File: config.mk
export PLATFORM = sky130hd
export DESIGN_NAME = ram_lsu_port
export DESIGN_NICKNAME = d
export VERILOG_FILES = /design/src/rtl/ram_lsu_port.sv
export SDC_FILE = /design/constraint.sdc
export NUM_CORES = 1
export LEC_CHECK = 0
export ABC_CLOCK_PERIOD_IN_PS = 2600
export BUFFER_PORTS_ARGS = -buffer_cell sky130_fd_sc_hd__clkbuf_2
export CAP_MARGIN = 10
export CORE_ASPECT_RATIO = 0.7
export CORE_MARGIN = 5
export CORE_UTILIZATION = 25
export CTS_BUF_LIST = sky130_fd_sc_hd__clkbuf_16
export DETAILED_ROUTE_END_ITERATION = 8
export GPL_ROUTABILITY_DRIVEN = 0
export GPL_TIMING_DRIVEN = 0
export PLACE_DENSITY = 0.48
export SYNTH_ARGS = -nofsm -noshare
export SYNTH_HDL_FRONTEND = slang
export SYNTH_SLANG_ARGS = --single-unit
File: constraint.sdc
create_clock -name i_clk -period 2.6 [get_ports i_clk]
set_clock_uncertainty 0.05 [all_clocks]
set_input_delay 0.52 -clock i_clk [delete_from_list [all_inputs] [get_ports i_clk]]
set_output_delay 0.52 -clock i_clk [all_outputs]
set_load 0.05 [all_outputs]
File: src/rtl/ram_lsu_port.sv
// Byte-addressed load/store front end for one port of a word-wide, 1-cycle-latency RAM.
// Optional build macro LSU_MISALIGN_CHECK_EN enables misaligned/reserved-size error responses.
module ram_lsu_port #(
    parameter int DEPTH      = 2**16,
    parameter int ADDR_WIDTH = 32,
    localparam int AW        = $clog2(DEPTH)
) (
    input  logic                  i_clk,
    input  logic                  i_rst_n,
    input  logic                  i_req_valid,
    output logic                  o_req_ready,
    input  logic                  i_req_we,
    input  logic [ADDR_WIDTH-1:0] i_req_addr,
    input  logic [1:0]            i_req_size,
    input  logic                  i_req_unsigned,
    input  logic [31:0]           i_req_wdata,
    output logic                  o_rsp_valid,
    output logic [31:0]           o_rsp_rdata,
    output logic                  o_rsp_err,
    output logic [AW-1:0]         o_mem_addr,
    output logic [31:0]           o_mem_wdata,
    output logic                  o_mem_we,
    input  logic [31:0]           i_mem_rdata
);

    typedef enum logic [2:0] {S_IDLE, S_RD, S_CAP, S_WR, S_RSP} state_t;

    state_t          r_state;
    state_t          w_state_nxt;
    logic            r_we;
    logic            r_uns;
    logic [1:0]      r_size;
    logic [1:0]      r_off;
    logic [31:0]     r_wdata;
    logic [31:0]     r_word;
    logic [31:0]     r_rdata;
    logic [AW-1:0]   r_mem_addr;
    logic            w_accept;
    logic            w_mis;
    logic [1:0]      w_size_n;
    logic [1:0]      w_off_n;
    logic            w_unused_addr_bits;

    // Address bits above the RAM word range wrap and are intentionally dropped.
    assign w_unused_addr_bits = ^i_req_addr[ADDR_WIDTH-1:AW+2];
    assign w_accept = i_req_valid && (r_state == S_IDLE);

`ifdef LSU_MISALIGN_CHECK_EN
    logic r_err;
    assign w_size_n = i_req_size;
    assign w_off_n  = i_req_addr[1:0];
    assign w_mis    = (i_req_size == 2'b11) ||
                      ((i_req_size == 2'b01) && i_req_addr[0]) ||
                      ((i_req_size == 2'b10) && (i_req_addr[1:0] != 2'b00));
    assign o_rsp_err = (r_state == S_RSP) && r_err;
`else
    // Without checking, reserved size behaves as word and low address bits snap to alignment.
    assign w_size_n = (i_req_size == 2'b11) ? 2'b10 : i_req_size;
    assign w_off_n  = (w_size_n == 2'b10) ? 2'b00 :
                      (w_size_n == 2'b01) ? {i_req_addr[1], 1'b0} : i_req_addr[1:0];
    assign w_mis    = 1'b0;
    assign o_rsp_err = 1'b0;
`endif

    function automatic logic [31:0] f_load_ext(input logic [31:0] rdata, input logic [1:0] size,
                                               input logic [1:0] off, input logic uns);
        logic [31:0] sh;
        sh = rdata >> {off, 3'b000};
        case (size)
            2'b00:   f_load_ext = uns ? {24'h0, sh[7:0]} : {{24{sh[7]}}, sh[7:0]};
            2'b01:   f_load_ext = uns ? {16'h0, sh[15:0]} : {{16{sh[15]}}, sh[15:0]};
            default: f_load_ext = sh;
        endcase
    endfunction

    function automatic logic [31:0] f_store_merge(input logic [31:0] rdata, input logic [31:0] wdata,
                                                  input logic [1:0] size, input logic [1:0] off);
        logic [31:0] w;
        w = rdata;
        case (size)
            2'b00:   w[{off, 3'b000} +: 8]        = wdata[7:0];
            2'b01:   w[{off[1], 4'b0000} +: 16]   = wdata[15:0];
            default: w                            = wdata;
        endcase
        f_store_merge = w;
    endfunction

    always_ff @(posedge i_clk or negedge i_rst_n) begin
        if (!i_rst_n) begin
            r_state <= S_IDLE;
        end else begin
            r_state <= w_state_nxt;
        end
    end

    always_comb begin
        w_state_nxt = r_state;
        case (r_state)
            S_IDLE: begin
                if (w_accept) begin
                    if (w_mis)
                        w_state_nxt = S_RSP;
                    else if (i_req_we && (w_size_n == 2'b10))
                        w_state_nxt = S_WR;
                    else
                        w_state_nxt = S_RD;
                end
            end
            S_RD:    w_state_nxt = S_CAP;
            S_CAP:   w_state_nxt = r_we ? S_WR : S_RSP;
            S_WR:    w_state_nxt = S_RSP;
            S_RSP:   w_state_nxt = S_IDLE;
            default: w_state_nxt = S_IDLE;
        endcase
    end

    // r_word doubles as the full-word store payload and the read-modify-write merge result.
    always_ff @(posedge i_clk or negedge i_rst_n) begin
        if (!i_rst_n) begin
            r_we       <= 1'b0;
            r_uns      <= 1'b0;
            r_size     <= 2'b00;
            r_off      <= 2'b00;
            r_wdata    <= 32'h0;
            r_word     <= 32'h0;
            r_rdata    <= 32'h0;
            r_mem_addr <= '0;
`ifdef LSU_MISALIGN_CHECK_EN
            r_err      <= 1'b0;
`endif
        end else if (w_accept) begin
            r_we    <= i_req_we;
            r_uns   <= i_req_unsigned;
            r_size  <= w_size_n;
            r_off   <= w_off_n;
            r_wdata <= i_req_wdata;
            r_rdata <= 32'h0;
`ifdef LSU_MISALIGN_CHECK_EN
            r_err   <= w_mis;
`endif
            if (!w_mis)
                r_mem_addr <= i_req_addr[AW+1:2];
            if (i_req_we && (w_size_n == 2'b10))
                r_word <= i_req_wdata;
        end else if (r_state == S_CAP) begin
            if (r_we)
                r_word <= f_store_merge(i_mem_rdata, r_wdata, r_size, r_off);
            else
                r_rdata <= f_load_ext(i_mem_rdata, r_size, r_off, r_uns);
        end
    end

    assign o_req_ready = (r_state == S_IDLE);
    assign o_rsp_valid = (r_state == S_RSP);
    assign o_mem_we    = (r_state == S_WR);
    assign o_mem_addr  = r_mem_addr;
    assign o_mem_wdata = r_word;
    assign o_rsp_rdata = r_rdata;

endmodule

* Word-level counts from Yosys, hierarchy flattened *
Cells that the tools add are included.

word-level totals
  register bits = 121
  bits of input ports = 103
  output and inout port bits = 84

cells by class
  add/subtract/negate cells = 2
  eq/ne operators = 11
  shift operators = 5
  mux-type cells = 20
  reduce and logical (&&, ||, !) cells = 8

operators by type and width
  cell                                                                     count
  32-bit 2-to-1 mux                                                        9
  32-bit one-hot mux with 2 select lines                                   2
  32-bit bitwise mux                                                       2
  16-bit by 7-bit variable shift with 32-bit output, first input constant  1
  8-bit by 7-bit variable shift with 32-bit output, first input constant   1
  16-bit by 7-bit indexed part select with 32-bit output                   1
  8-bit by 7-bit indexed part select with 32-bit output                    1
  32-bit by 5-bit >> shifter with 32-bit output                            1
  5-bit negator with 7-bit output                                          2
  3-bit one-hot mux with 4 select lines                                    1
  3-bit by 2-bit equality test with 1-bit output, second input constant    2
  2-bit 2-to-1 mux                                                         3
  3-bit 2-to-1 mux                                                         2
  2-bit by 1-bit != test with 1-bit output, second input constant          3
  2-bit by 1-bit equality test with 1-bit output, second input constant    2
  2-bit equality test, second input constant                               2
  2-bit nonzero test                                                       2
  3-bit by 1-bit equality test with 1-bit output, second input constant    1
  3-bit equality test, second input constant                               1
  3-bit logical NOT                                                        1
  3-bit AND reduction                                                      1
  1-bit logical AND                                                        2
  2-bit logical NOT                                                        1
  2-bit AND reduction                                                      1
  1-bit 2-to-1 mux                                                         1

* Longest topological paths before layout *
  depth in word-level cells = 7
  gate-level depth with buffers = 8
  mapped depth without buffers = 6

* Worst setup path before layout *
Ideal clock, no wire load.

  kind = register to register
  from = register r_state[1]
  to = register r_word[24], in the netlist o_mem_wdata[24]
  arrival time = 2537 ps
  required time = 2416 ps
  path slack = -122 ps
  stages on the path, launching flop included = 8
  buffers on the path = 3
  clock period less this slack = 2722 ps
  cells stage by stage = dfrtp_1 -> buf_2 -> nor3_1 -> a21boi_0 -> buf_2 -> buf_2 -> nand2_1 -> o21ai_0

on the way
  longest elaborated chain between the ends = 4

RTL lines
  element                                                                                          line  RTL
  start: declaration                                                                               28    state_t r_state;
  start signal: assignment                                                                         92    r_state <= w_state_nxt;
  3-bit logical NOT *                                                                              -
  net o_req_ready                                                                                  11    output logic o_req_ready,
  1-bit logical AND *                                                                              46    assign w_accept = i_req_valid && (r_state == S_IDLE);
  2-bit by 1-bit != test with 1-bit output (no line) / 2-bit nonzero test (equally long branches)  -
  3-bit AND reduction (no line)                                                                    -
  end signal: assignment                                                                           144   r_word <= i_req_wdata;
  end signal: assignment                                                                           147   r_word <= f_store_merge(i_mem_rdata, r_wdata, r_size, r_off);
  end: declaration                                                                                 35    logic [31:0] r_word;

The timed path passes the listed nets; every way through them passes the cells marked *.
A chain may end at the register's enable or synchronous reset.

* Final worst setup path *
  from = register r_off[0]
  to = register r_word[16], in the netlist o_mem_wdata[16]

on the way
  longest elaborated chain between the ends = 7

RTL lines
  element                                                                                                                           line  RTL
  start: declaration                                                                                                                33    logic [1:0] r_off;
  start signal: assignment                                                                                                          135   r_off <= w_off_n;
  5-bit negator with 7-bit output *                                                                                                 81    2'b00: w[{off, 3'b000} +: 8] = wdata[7:0];
  8-bit by 7-bit indexed part select with 32-bit output / 8-bit by 7-bit variable shift with 32-bit output (equally long branches)  81
  32-bit bitwise mux *                                                                                                              81
  32-bit one-hot mux with 2 select lines *                                                                                          80    case (size)
  32-bit 2-to-1 mux *                                                                                                               146   if (r_we)
  32-bit 2-to-1 mux *                                                                                                               145   end else if (r_state == S_CAP) begin
  32-bit 2-to-1 mux *                                                                                                               131   end else if (w_accept) begin

Every way passes the cells marked *; elsewhere a longest branch is shown, timed or not. The select of a mux whose other input is x is not followed.

==> run metrics <==
outcome finished, final reports clean; synthesis-to-finish area growth 30.11%; DP Wirelength ~20000 um; total number of vias ~6000; fmax between 400 and 500 MHz; vias in the first global route between 5000 and 6000; flops & latches, synth around 120; first-pass GRT wire length around 39000 um; H-tree depth 4; Sw Ratio 50.44%; Total Die Area between 20000 and 30000 um2; initial core utilization 25.15%; routed wire length per instance between 20 and 25 um; post-synthesis sequential area ratio a little under half; share of layout cells above drive strength 1 slightly below 30%; VDD IR-drop max 628.0 uV; top-count cell post-synth nand2_1; CP Class flip-flop to flip-flop; pin count of the biggest net entering global routing 67; top sig layer met5; crit start category flip-flop; Chip Height about 140 um; Root Driver clkbuf_16; RSZ-0062 raised after global routing no; clock power share between 10% and 20%; crit path DAT between 2 and 3 ns; Vias/cell 4.895; crit path time final 2.439 ns; Most used DFF post-synth dfrtp_1; area share of the largest cell type after synthesis 47.31%; CTS tree yes; Mapped Area 6400 um2; DR WL met3 around 2500 um; CP max FO 10; Tcrit/Tclk final 93.81%; Pint 6075 uW; total power 12260 uW; Worst-path clk slew 0.05 ns; count of cell types in the netlist 58; Syn. warnings 0; CP Capture Type flip-flop; Met1 Wirelength between 10000 and 15000 um; Total Wirelength approximately 26000 um; cts bufs inserted 17; CORE AREA around 25000 um2; number of synthesized flops with an enable pin 0; Comb pwr share between 50% and 60%; worst hold-check path type primary input to asynchronous set/reset pin; Final Hold Fails 0; Max transition margin roughly 32%; GRT overflow 0; die width 201.2 um; Syn Area/Cell between 9 and 10 um2; All-Layer GR Usage 18.12%; metal2 WL 10330 um; TNS Setup 0 ns; share of power burned in registers between 20% and 30%; Post-Syn Nets around 820; Synth top cells by count nand2_1, dfrtp_1, o21ai_0, nor2_1, nand3_1; number of fill cells approximately 2700; final net count about 1000; post-synth top area cell dfrtp_1; io pins between 150 and 200; measured slew at the worst slew-check pin around 1 ns; postcts setup bufs 0; max-cap viol count 0; initial antenna violation count 4; Pre-antenna DRT Iters 7; Port Buffers roughly 170; Routed Antenna Nets 0; ys async rst share between 90% and 100%; fin. max-slew vios 0; DR iter-0 viols about 420; Synth area leaders dfrtp_1, nand2_1, o21ai_0; Worst-Skew Late Latency 0.43 ns; Synth Instances roughly 710; Leak 0.004011 uW; P per Cell Area roughly 1500 nW/um2; # DRC 0; Final setup viols 0; final core utilization roughly a third; Sink Count approximately 120; Max clock buf depth 2; Psw 6184 uW; # rows 49; CTS Hold Buffers Added 0; Worst Hold Slack 0.001569 ns; Critical Path RT ~2.9 ns
-- critical path: stages (launching register included) --
cell and delay [ns]:
dfrtp_1 0.41, clkbuf_4 0.23, inv_1 0.15, ha_1 0.30
or4b_4 0.53, o2bb2ai_4 0.26, a221oi_1 0.15, o31ai_1 0.27
-- per-stage QoR --
| step | area (um2) | instances | worst slack, ns |
|---|---|---|---|
| floorplan | 6405 | 707 | 0.3512 |
| global placement | 7675 | 1209 | -1.239 |
| detailed placement | 7711 | 1210 | -0.04031 |
| CTS | 8299 | 1242 | 0.06841 |
| global route | 8322 | 1242 | 0.003638 |
| finish | 8327 | 1244 | 0.1611 |
-- cells in the final DEF (no fill, tap or decap), types with 5 or more instances in the layout --
cell / Yosys / final
a2bb2oi_1: 7 / 7
nand3b_1: 8 / 8
nor4b_1: 8 / 8
clkbuf_16: 0 / 17
mux2i_1: 15 / 15
nand4b_1: 8 / 8
buf_2: 26 / 24
clkbuf_2: 0 / 171
nand2_1: 203 / 203
a21oi_1: 25 / 25
o21ai_0: 41 / 41
nor2_1: 37 / 37
o21ai_1: 6 / 6
a41o_1: 6 / 6
nand2b_1: 7 / 7
buf_1: 8 / 7
nand3_1: 31 / 31
a31o_2: 7 / 7
a221oi_1: 8 / 8
mux2_2: 16 / 16
o22ai_1: 8 / 8
dfrtp_1: 121 / 121
clkbuf_1: 18 / 18
clkinv_2: 0 / 5
a22oi_1: 8 / 8
a221o_1: 16 / 16
o31ai_1: 9 / 9
-- registers in the layout, indices dropped and copies added (netlist names) --
register,count
r_wdata,32
r_state,3
r_uns,1
r_size,2
r_off,2
o_mem_wdata,32
o_mem_addr,16
o_rsp_rdata,32
r_we,1
-- power by group through the flow --
stage               registers (uW)  logic [uW]  clock network, uW
CTS                           3320        6610               2380
global placement              3340        6520                  0
floorplan                     4850        3070                  0
global route                  3430        7160               2460
detailed placement            3340        6540                  0
finish                        3330        6620               2300
-- cell families (layout without fill, tap and decap cells) --
kind of cell             Yosys count  in the layout  share of synthesized area [%]
other                              1              3                        0.05859
buffers and inverters             61            265                          4.731
AO/OA/AOI/OAI                    156            156                          17.13
flip-flops                       121            121                          47.31
adder cells (fa/ha/maj)            5              5                         0.9775
multiplexers                      32             32                          5.513
AND/OR/NAND/NOR                  331            331                          24.28
-- final timing paths --
path,startpoint,to,slack [ns],depth (start not counted)
worst max-delay path,r_off[0],o_mem_wdata[16],0.16,7
worst min-delay path,i_rst_n,o_rsp_rdata[4],0.002,1
worst max register to register,r_off[0],o_mem_wdata[16],0.16,7
worst min register to register,r_wdata[16],r_wdata[16],0.42,2
max in group asynchronous,i_rst_n,o_mem_addr[13],1.77,2
min in group i_clk,i_req_addr[14],o_mem_addr[12],0.22,3
-- timing repair --
| action | 4_1_cts | 5_1_grt |
|---|---|---|
| pin swaps | 0 | 4 |
| resized for setup | 3 | 5 |
| setup endpoints to repair | 7 | 13 |
-- layer usage --
metal / global-route usage [%] / up-vias
li1: - / 2901
met1: 26.80 / 2935
met2: 24.39 / 219
met3: 7.354 / 26
met4: 4.313 / 8
met5: 0 / -
-- area by class of cell --
cell class,count,area (um2),share of cell area (%)
diodes,2,5.005,0.06011
plain buffers,58,297.8,3.576
clock buffers,17,425.4,5.109
clock inverters,15,136.4,1.638
inverters,3,11.26,0.1352
multi-input cells,525,3117,37.43
flip-flops and latches,121,3028,36.36
well taps,331,414.1,4.974
repair buffers,172,892.1,10.71
(Power assumes the default switching activity.)
